$ cat config.mk
export PLATFORM = sky130hd
export DESIGN_NAME = i2s_audio_rx_flat
export DESIGN_NICKNAME = d
export VERILOG_FILES = /design/src/rtl/i2s_audio_rx_if.sv /design/src/rtl/i2s_audio_rx.sv /design/src/flat_wrapper.sv
export SDC_FILE = /design/constraint.sdc
export NUM_CORES = 1
export LEC_CHECK = 0
export ABC_AREA = 1
export CORE_MARGIN = 1.5
export CORE_UTILIZATION = 35
export DETAILED_ROUTE_END_ITERATION = 10
export HOLD_SLACK_MARGIN = 0.02
export PLACE_DENSITY = 0.6
export SYNTH_ARGS = -nofsm -noshare
export SYNTH_HDL_FRONTEND = slang
export SYNTH_SLANG_ARGS = --single-unit
$ cat constraint.sdc
create_clock -name clock -period 2.1 [get_ports clock]
set_clock_uncertainty 0.2 [all_clocks]
set_input_delay 0.315 -clock clock [delete_from_list [all_inputs] [get_ports clock]]
set_output_delay 0.315 -clock clock [all_outputs]
set_load 0.1 [all_outputs]
$ cat src/rtl/i2s_audio_rx_if.sv
// i2s_audio_rx_if
//   Bundles the codec-side serial lines and the parallel sample outputs of
//   the I2S receiver.
//   Signals:
//     bclk, lrck, adcdat         : codec bit clock, word select, serial data
//                                  (asynchronous to the system clock)
//     audio_out_L, audio_out_R   : signed left-aligned 32-bit samples
//     audio_valid                : one-cycle strobe, both samples updated
//     sample_error               : one-cycle strobe on a short channel slot
//   Modports:
//     slave  : the receiver (reads serial lines, drives sample outputs)
//     master : the codec/consumer side (drives serial lines, reads samples)
interface i2s_audio_rx_if;
  logic               bclk;
  logic               lrck;
  logic               adcdat;
  logic signed [31:0] audio_out_L;
  logic signed [31:0] audio_out_R;
  logic               audio_valid;
  logic               sample_error;

  modport slave (
    input  bclk, lrck, adcdat,
    output audio_out_L, audio_out_R, audio_valid, sample_error
  );

  modport master (
    output bclk, lrck, adcdat,
    input  audio_out_L, audio_out_R, audio_valid, sample_error
  );
endinterface

$ cat src/rtl/i2s_audio_rx.sv
// i2s_audio_rx
//   Slave I2S receiver: oversamples bclk/lrck/adcdat in the system clock
//   domain and deserializes stereo frames into signed, left-aligned 32-bit
//   samples with a one-cycle audio_valid strobe per completed left+right pair.
//   Ports:
//     clock   : system clock (50 MHz)
//     reset_n : asynchronous active-low reset
//     bus     : i2s_audio_rx_if.slave (serial inputs, sample outputs, strobes)
//   Parameter:
//     SAMPLE_WIDTH : captured bits per channel slot, 16..32
module i2s_audio_rx #(
  parameter int SAMPLE_WIDTH = 24
) (
  input  logic           clock,
  input  logic           reset_n,
  i2s_audio_rx_if.slave  bus
);

  typedef enum logic [1:0] {
    S_IDLE,
    S_DELAY,
    S_SHIFT,
    S_WAIT
  } state_t;

  state_t                  state_reg;
  logic [2:0]              bclk_sync_reg;
  logic [1:0]              lrck_sync_reg;
  logic [1:0]              adcdat_sync_reg;
  logic                    prev_lrck_reg;
  logic                    channel_reg;      // 0 = left slot, 1 = right slot
  logic [5:0]              bit_cnt_reg;
  logic [SAMPLE_WIDTH-1:0] shift_reg;
  logic [31:0]             left_hold_reg;
  logic                    left_ok_reg;
  logic                    done_left_reg;
  logic                    done_right_reg;
  logic                    short_reg;
  logic [31:0]             audio_l_reg;
  logic [31:0]             audio_r_reg;
  logic                    audio_valid_reg;
  logic                    sample_error_reg;

  logic bclk_rise;
  logic lrck_s;
  logic adcdat_s;
  logic boundary;

  assign bclk_rise = bclk_sync_reg[1] & ~bclk_sync_reg[2];
  assign lrck_s    = lrck_sync_reg[1];
  assign adcdat_s  = adcdat_sync_reg[1];
  assign boundary  = (lrck_s != prev_lrck_reg);

  // Place the captured word in the top bits; low bits stay zero.
  function automatic logic [31:0] align(input logic [SAMPLE_WIDTH-1:0] w);
    return 32'(w) << (32 - SAMPLE_WIDTH);
  endfunction

  always_ff @(posedge clock or negedge reset_n) begin
    if (!reset_n) begin
      state_reg        <= S_IDLE;
      bclk_sync_reg    <= '0;
      lrck_sync_reg    <= '0;
      adcdat_sync_reg  <= '0;
      prev_lrck_reg    <= 1'b0;
      channel_reg      <= 1'b0;
      bit_cnt_reg      <= '0;
      shift_reg        <= '0;
      left_hold_reg    <= '0;
      left_ok_reg      <= 1'b0;
      done_left_reg    <= 1'b0;
      done_right_reg   <= 1'b0;
      short_reg        <= 1'b0;
      audio_l_reg      <= '0;
      audio_r_reg      <= '0;
      audio_valid_reg  <= 1'b0;
      sample_error_reg <= 1'b0;
    end else begin
      bclk_sync_reg   <= {bclk_sync_reg[1:0], bus.bclk};
      lrck_sync_reg   <= {lrck_sync_reg[0], bus.lrck};
      adcdat_sync_reg <= {adcdat_sync_reg[0], bus.adcdat};

      done_left_reg    <= 1'b0;
      done_right_reg   <= 1'b0;
      short_reg        <= 1'b0;
      audio_valid_reg  <= 1'b0;
      sample_error_reg <= 1'b0;

      if (bclk_rise) begin
        prev_lrck_reg <= lrck_s;
      end

      // Completion flags are raised on the capturing bclk rise and acted on
      // one clock later, so outputs and strobes move one cycle after capture.
      // Successive bclk rises are at least four clocks apart, so shift_reg is
      // still stable when these flags are consumed.
      if (done_left_reg) begin
        left_hold_reg <= align(shift_reg);
        left_ok_reg   <= 1'b1;
      end
      if (done_right_reg && left_ok_reg) begin
        audio_l_reg     <= left_hold_reg;
        audio_r_reg     <= align(shift_reg);
        audio_valid_reg <= 1'b1;
        left_ok_reg     <= 1'b0;
      end
      if (short_reg) begin
        sample_error_reg <= 1'b1;
      end

      case (state_reg)
        S_IDLE: begin
          // Only a right-to-left word-select change starts capture, so any
          // partial frame seen after reset is dropped.
          if (bclk_rise && prev_lrck_reg && !lrck_s) begin
            state_reg <= S_DELAY;
          end
        end
        S_DELAY: begin
          // The boundary rise that brought us here is the one-bit I2S delay;
          // the MSB is carried by the next rise, which SHIFT will take.
          bit_cnt_reg <= '0;
          channel_reg <= lrck_s;
          state_reg   <= S_SHIFT;
        end
        S_SHIFT: begin
          if (bclk_rise) begin
            shift_reg <= {shift_reg[SAMPLE_WIDTH-2:0], adcdat_s};
            if (bit_cnt_reg == 6'(SAMPLE_WIDTH - 1)) begin
              // Final bit wins over a coincident boundary; that boundary
              // rise is then also the delay bit of the next slot.
              done_left_reg  <= ~channel_reg;
              done_right_reg <= channel_reg;
              state_reg      <= boundary ? S_DELAY : S_WAIT;
            end else if (boundary) begin
              short_reg   <= 1'b1;
              left_ok_reg <= 1'b0;
              state_reg   <= S_DELAY;
            end else begin
              bit_cnt_reg <= bit_cnt_reg + 6'd1;
            end
          end
        end
        S_WAIT: begin
          if (bclk_rise && boundary) begin
            state_reg <= S_DELAY;
          end
        end
        default: state_reg <= S_IDLE;
      endcase
    end
  end

  assign bus.audio_out_L  = audio_l_reg;
  assign bus.audio_out_R  = audio_r_reg;
  assign bus.audio_valid  = audio_valid_reg;
  assign bus.sample_error = sample_error_reg;

endmodule

$ cat src/flat_wrapper.sv
// flat-port wrapper written by rule: the top's interface ports become plain ports
module i2s_audio_rx_flat 
#(
  parameter int SAMPLE_WIDTH = 24
)
  (clock, reset_n, bus_bclk, bus_lrck, bus_adcdat, bus_audio_out_L, bus_audio_out_R, bus_audio_valid, bus_sample_error);
  i2s_audio_rx_if bus_i ();
  input  logic clock;
  input  logic reset_n;
  input wire logic [$bits(bus_i.bclk)-1:0] bus_bclk;
  input wire logic [$bits(bus_i.lrck)-1:0] bus_lrck;
  input wire logic [$bits(bus_i.adcdat)-1:0] bus_adcdat;
  output wire logic [$bits(bus_i.audio_out_L)-1:0] bus_audio_out_L;
  output wire logic [$bits(bus_i.audio_out_R)-1:0] bus_audio_out_R;
  output wire logic [$bits(bus_i.audio_valid)-1:0] bus_audio_valid;
  output wire logic [$bits(bus_i.sample_error)-1:0] bus_sample_error;
  assign bus_i.bclk = bus_bclk;
  assign bus_i.lrck = bus_lrck;
  assign bus_i.adcdat = bus_adcdat;
  assign bus_audio_out_L = bus_i.audio_out_L;
  assign bus_audio_out_R = bus_i.audio_out_R;
  assign bus_audio_valid = bus_i.audio_valid;
  assign bus_sample_error = bus_i.sample_error;
  i2s_audio_rx #(.SAMPLE_WIDTH(SAMPLE_WIDTH)) u_core (.clock(clock), .reset_n(reset_n), .bus(bus_i));
endmodule
==> results.sh, run 1 <==
export IMPL_fin_crit_ns=1.73
export IMPL_hold_path_class="flop to flop"
export IMPL_core_area_um2=13100
export IMPL_finalHoldViolCount=0
export IMPL_grt_pass1_wl_mm=14.7
export IMPL_fmax_mhz=577
export IMPL_post_cts_buffers=0
export IMPL_cts_buffers=17
export IMPL_max_cap_viol_count=0
export IMPL_die_x_um=119
export IMPL_ys_types=23
export IMPL_utilization_pct=45.5
export IMPL_synthCells=490
export IMPL_clock_sinks=119
export IMPL_avgSynthCellArea_um2=9.58
export IMPL_gr_total_overflow=0
export IMPL_die_area_um2=14100
export IMPL_vdd_drop_max_mv=0.654
export IMPL_p_total_w=0.00596
export IMPL_path_clk_slew_ns=0.05
export IMPL_antenna_found_initial=0
export IMPL_layout_nets=564
export IMPL_fillCellCount=1241
export IMPL_grt_max_degree=39
export IMPL_cp_start_kind="flop"
export IMPL_ioPinCount=71
export IMPL_place_gp_congestion=0.747
export IMPL_yosys_warnings=0
export IMPL_netlist_area_um2=4690
export IMPL_cts_tree="yes"
export IMPL_clk_latency_ns=0.40
export IMPL_path_class="flop to flop"
export IMPL_clock_root_buffer="clkbuf_16"
export IMPL_drt_vias_per_instance=4.42
export IMPL_drive_above_1_share_pct=18.0
export IMPL_outcome="complete, no violations"
export IMPL_regArea_um2=2980
export IMPL_ys_seq_area_share_pct=63.5
export IMPL_min_period_over_period_pct=82.5
export IMPL_die_h_um=119
export IMPL_p_leak_nw=2.82
export IMPL_crit_fanout=29
export IMPL_row_count=42
export IMPL_n_antenna_cell=0
export IMPL_fin_ws_ns=0.367
export IMPL_final_setup_viol_count=0
export IMPL_start_util_pct=35.7
export IMPL_ant_nets=0
export IMPL_io_buffer_count=54
export IMPL_cp_required_ns=2.17
export IMPL_htreeDepth=4
export IMPL_tns_ns=0
export IMPL_clock_path_buffers=2
export IMPL_wire_per_inst_um=11.7
export IMPL_cp_top_family="flip-flops"
export IMPL_dpl_worst_slack_ns=0.371
export IMPL_drt_iter0_drc=177
export IMPL_multi_input_area_um2=1330
export IMPL_postRouteWirelength_mm=8.67
export IMPL_rsz0062_at_grt="no"
export IMPL_critPathBufInv=2
export IMPL_synth_seq_cells=119
export IMPL_vias=3282
export IMPL_syn_to_final_growth_pct=27.5
export IMPL_end_kind="flop"
export IMPL_path_cells="inv_1, ha_1, nand2_2, buf_12, nand2_1, o21ai_0"
export IMPL_arrival_ns=1.81
export IMPL_firstDrtPassIters=4
export IMPL_crit_slowest_cell="dfrtp_1"
export IMPL_drc=0
export IMPL_hpwl_mm=6.04
export IMPL_grt_pass1_vias=3111
export IMPL_drv_slew=0
export IMPL_powerDensity_nw_per_um2=997
export IMPL_max_stage_delay_ns=0.41
export IMPL_grt_use_total_pct=13.2
worst register-to-register path, stage by stage (launching register included):
cell	delay, ns
dfrtp_1	0.41
inv_1	0.09
ha_1	0.23
nand2_2	0.26
buf_12	0.26
nand2_1	0.07
o21ai_0	0.08
synthesized netlist by cell type:
cell      instances  area (µm²)
inv_2             1        3.75
ha_1              5        62.6
nand2_2           3        18.8
inv_1            61         229
nand3_2           2        20.0
nand2_1         128         480
nor2_4            2        22.5
o21ai_0         100         500
clkbuf_1         13        48.8
nand3_4           1        17.5
buf_1             1        3.75
clkinv_1          1        3.75
a21oi_1           1        5.00
buf_4            16         120
buf_2             6        30.0
xor2_1            1        8.76
nand2_4           1        11.3
conb_1            1        3.75
dfrtp_1         119        2980
o21ai_1           4        20.0
nor3_1            5        25.0
nor2_1            9        33.8
nand3_1           9        45.0
layout by cell type, fill, tap and decap left out:
cell	n
clkinvlp_4	1
bufinv_16	4
conb_1	16
nor3_1	5
nor2_4	2
inv_1	61
buf_12	6
ha_1	5
clkbuf_16	17
nand3_2	2
dlygate4sd3_1	1
clkdlybuf4s50_1	3
o21ai_1	4
a21oi_1	1
nor2_1	9
nand2_1	127
o21ai_0	100
clkbuf_1	3
nand2_4	1
clkinv_1	1
buf_4	56
dfrtp_1	119
clkbuf_8	4
nand2_2	4
clkinv_2	3
xor2_1	1
nand3_4	1
nand3_1	9
inv_2	1
final cells by class:
class                   count  share of cell area [%]
well taps                 176                    3.68
flip-flops and latches    119                    49.8
multi-input cells         287                    22.3
repair buffers             66                    9.70
inverters                  63                    3.95
clock buffers              24                    8.22
clock inverters             8                    2.38
per-layer routing:
metal / vias up / GRT usage (%) / part of all wire (%)
met5: - / 0 / 0
met4: 0 / 5.87 / 1.5
met2: 74 / 20.1 / 46
met3: 13 / 4.01 / 4.4
met1: 1557 / 17.4 / 48
li1: 1638 / - / -
final timing paths:
path                                          from                         end  slack (ns)  cells after the start
hold / removal             u_core.bclk_sync_reg[0]     u_core.bclk_sync_reg[1]        0.15                      0
setup / recovery               u_core.state_reg[0]        u_core.shift_reg[15]        0.37                      6
max in group asynchronous                  reset_n        u_core.shift_reg[12]        0.96                      3
min in group asynchronous                  reset_n  u_core.bus.audio_out_L[16]        0.18                      2
hold reg to reg            u_core.bclk_sync_reg[0]     u_core.bclk_sync_reg[1]        0.15                      0
setup reg to reg               u_core.state_reg[0]        u_core.shift_reg[15]        0.37                      6
cell families (layout without fill, tap and decap cells):
logic type,count (synthesis),count (layout),synth area share (%)
DFF,119,119,63.5
AOI/OAI and AO/OA,105,105,11.2
adders and majority gates,5,5,1.33
and+or+nand+nor,160,160,14.4
xor gates and xnor gates,1,1,0.187
buffers and inverters,99,161,9.36
other,1,16,0.0799
power by group:
group | internal (W) | leakage [nW] | switching [W]
Combinational | 0.000124 | 0.873 | 0.000374
Clock | 0.00211 | 0.310 | 0.000945
Sequential | 0.00236 | 1.64 | 0.0000520
timing repair:
item                      in CTS  in global routing
hold endpoints to repair      93                  0
gates resized for setup        0                  0
hold buffers                   1                  0
stage by stage:
stage	hold WS [ns]	cells	instance area [µm²]
2_1_floorplan	-0.181	505	4750
3_3_place_gp	0.0724	710	5340
3_5_place_dp	0.0761	710	5340
4_1_cts	0.141	743	5980
5_1_grt	0.153	743	5980
6_report	0.148	743	5980
Power figures use the tool's default switching activity.
==> run 2: changes to the inputs <==
--- a/config.mk
+++ b/config.mk
@@ -10,7 +10,7 @@
 export CORE_UTILIZATION = 35
 export DETAILED_ROUTE_END_ITERATION = 10
 export HOLD_SLACK_MARGIN = 0.02
-export PLACE_DENSITY = 0.6
+export PLACE_DENSITY = 0.62
 export SYNTH_ARGS = -nofsm -noshare
 export SYNTH_HDL_FRONTEND = slang
 export SYNTH_SLANG_ARGS = --single-unit
==> constraint.sdc (replaced) <==
create_clock -name clock -period 1.48 [get_ports clock]
set_clock_uncertainty 0.2 [all_clocks]
set_input_delay 0.222 -clock clock [delete_from_list [all_inputs] [get_ports clock]]
set_output_delay 0.222 -clock clock [all_outputs]
set_load 0.1 [all_outputs]
==> run 2 against run 1 <==
Effect of this change: the run now ends with negative setup slack left; sequential share of layout area down 5.1 points; design area up 12%; wire length up 3.7%; fmax up 16%; non-clock buffer count up 12; hold slack worse by 0.10 ns; clock power up 25%; register-to-register slack worse by 0.38 ns; utilization up 5.2 points; critical path type unchanged; largest power group unchanged; highest routed layer unchanged.
==> results.sh, run 2 (synthesis gave the netlist of run 1 again) <==
export IMPL_crit_cells=8
export IMPL_clk_latency_ns=0.41
export IMPL_max_stage_delay_ns=0.38
export IMPL_vdd_drop_max_mv=0.663
export IMPL_die_area_um2=14100
export IMPL_clock_sinks=119
export IMPL_regArea_um2=2980
export IMPL_layout_nets=576
export IMPL_final_setup_viol_count=2
export IMPL_p_leak_nw=2.96
export IMPL_hpwl_mm=6.10
export IMPL_drc=0
export IMPL_reg2reg_slack_ns=-0.01
export IMPL_min_period_over_period_pct=101
export IMPL_tns_ns=-0.0132
export IMPL_die_x_um=119
export IMPL_cp_start_kind="flop"
export IMPL_violations="negative setup slack"
export IMPL_end_kind="flop"
export IMPL_final_common_cell="nand2_1"
export IMPL_path_cells="inv_2, ha_4, inv_4, nor2_4, nand3_4, nand2_4, nand2_1, o21ai_1"
export IMPL_cts_tree="yes"
export IMPL_path_clk_slew_ns=0.06
export IMPL_clock_root_buffer="clkbuf_16"
export IMPL_clock_path_buffers=2
export IMPL_powerDensity_nw_per_um2=1200
export IMPL_ioPinCount=71
export IMPL_fmax_mhz=670
export IMPL_drt_vias_per_instance=4.43
export IMPL_io_buffer_count=54
export IMPL_cts_buffers=17
export IMPL_multi_input_area_um2=1400
export IMPL_syn_to_final_growth_pct=42.2
export IMPL_fin_ws_ns=-0.0131
export IMPL_finalHoldViolCount=0
export IMPL_worstReg2RegStart="u_core.state_reg[0]"
export IMPL_crit_path_start="u_core.state_reg[0]"
export IMPL_vias=3346
export IMPL_r2r_cells=8
export IMPL_path_class="flop to flop"
export IMPL_crit_end="u_core.bit_cnt_reg[3]"
export IMPL_row_count=42
export IMPL_grt_use_total_pct=14.0
export IMPL_grt_pass1_vias=3473
export IMPL_drive_above_1_share_pct=22.5
export IMPL_htreeDepth=4
export IMPL_wire_per_inst_um=11.9
export IMPL_rsz0062_at_grt="yes"
export IMPL_max_cap_viol_count=0
export IMPL_postRouteWirelength_mm=8.99
export IMPL_grt_max_degree=67
export IMPL_fin_crit_ns=1.49
export IMPL_start_util_pct=35.7
export IMPL_place_gp_congestion=0.849
export IMPL_arrival_ns=1.63
export IMPL_cp_required_ns=1.61
export IMPL_grt_pass1_wl_mm=15.8
export IMPL_antenna_found_initial=0
export IMPL_cp_top_family="simple AND/OR/NAND/NOR gates"
export IMPL_outcome="complete, but fails checks"
export IMPL_fillCellCount=1159
export IMPL_n_antenna_cell=0
export IMPL_reg2reg_to="u_core.bit_cnt_reg[3]"
export IMPL_drv_slew=0
export IMPL_firstDrtPassIters=4
export IMPL_critPathBufInv=2
export IMPL_crit_fanout=7
export IMPL_hold_path_class="input port to flop"
export IMPL_drt_iter0_drc=325
export IMPL_core_area_um2=13100
export IMPL_gr_total_overflow=0
export IMPL_crit_slowest_cell="dfrtp_1"
export IMPL_final_cell_mix="nand2_1, dfrtp_1, o21ai_0"
export IMPL_dpl_worst_slack_ns=-0.0866
export IMPL_ant_nets=0
export IMPL_die_h_um=119
[run 2: cell count changes in the layout (fill, tap and decap cells not counted), sizes merged]
cell,delta
clkinv,+3
clkinvlp,+5
dlygate4sd3,+1
bufinv,-3
buf,+11
inv,+1
clkbuf,-6
[run 2: metrics by stage]
step	utilization, %	total power (W)	cells	hold slack [ns]	area (µm²)
after floorplan	-	0.00403	505	-0.274	4750
after global placement	45.6	0.00420	717	-0.166	5980
after detailed placement	45.6	0.00423	717	-0.167	5980
after CTS	50.3	0.00809	752	0.0313	6610
after global routing	50.8	0.00837	755	0.0371	6670
final	50.8	0.00804	755	0.0478	6670
[run 2: how the worst min path moves through the flow]
stage | endpoint | start | cells after the start | slack, ns
final | u_core.lrck_sync_reg[0] | bus_lrck | 1 | 0.05
after global routing | u_core.lrck_sync_reg[0] | bus_lrck | 1 | 0.04
after CTS | u_core.lrck_sync_reg[0] | bus_lrck | 1 | 0.03
after detailed placement | u_core.bus.audio_out_L[14] | reset_n | 1 | -0.17
after global placement | u_core.bus.audio_out_L[13] | reset_n | 1 | -0.17
after floorplan | u_core.adcdat_sync_reg[0] | reset_n | 0 | -0.27
[run 2: final cells by class]
type,count,area share (%)
inverters,63,3.66
multi-input cells,287,20.9
repair buffers,78,18.9
flip-flops and latches,119,44.7
clock buffers,18,6.58
well taps,176,3.30
clock inverters,14,1.93
[run 2: timing repair]
| action | CTS | global route |
|---|---|---|
| resized for setup | 6 | 13 |
| buffers inserted | 1 | 3 |
| hold buffers | 2 | 0 |
| endpoints found under the setup margin | 9 | 18 |
| endpoints found under the hold margin | 119 | 0 |
| pin swaps | 2 | 3 |
[run 2: layer usage]
| metal | GRT usage, % | vias to the layer above | routed length (µm) |
|---|---|---|---|
| met4 | 6.02 | 0 | 91 |
| met1 | 17.4 | 1589 | 4070 |
| met2 | 22.2 | 80 | 4380 |
| li1 | - | 1666 | - |
| met5 | 0 | - | 0 |
| met3 | 4.92 | 11 | 449 |
[run 2: worst register-to-register path: cells and delay by family (launching register included)]
family	cells	cell delay, ns
buffers and inverters	2	0.15
flip-flops	1	0.38
AO/OA/AOI/OAI	1	0.07
adder cells (fa/ha/maj)	1	0.18
AND/OR/NAND/NOR	4	0.44
[run 2: where the power goes]
group          internal, W  switching [W]
Combinational     0.000221       0.000584
Clock              0.00235        0.00146
Sequential         0.00335      0.0000673
Total              0.00592        0.00211
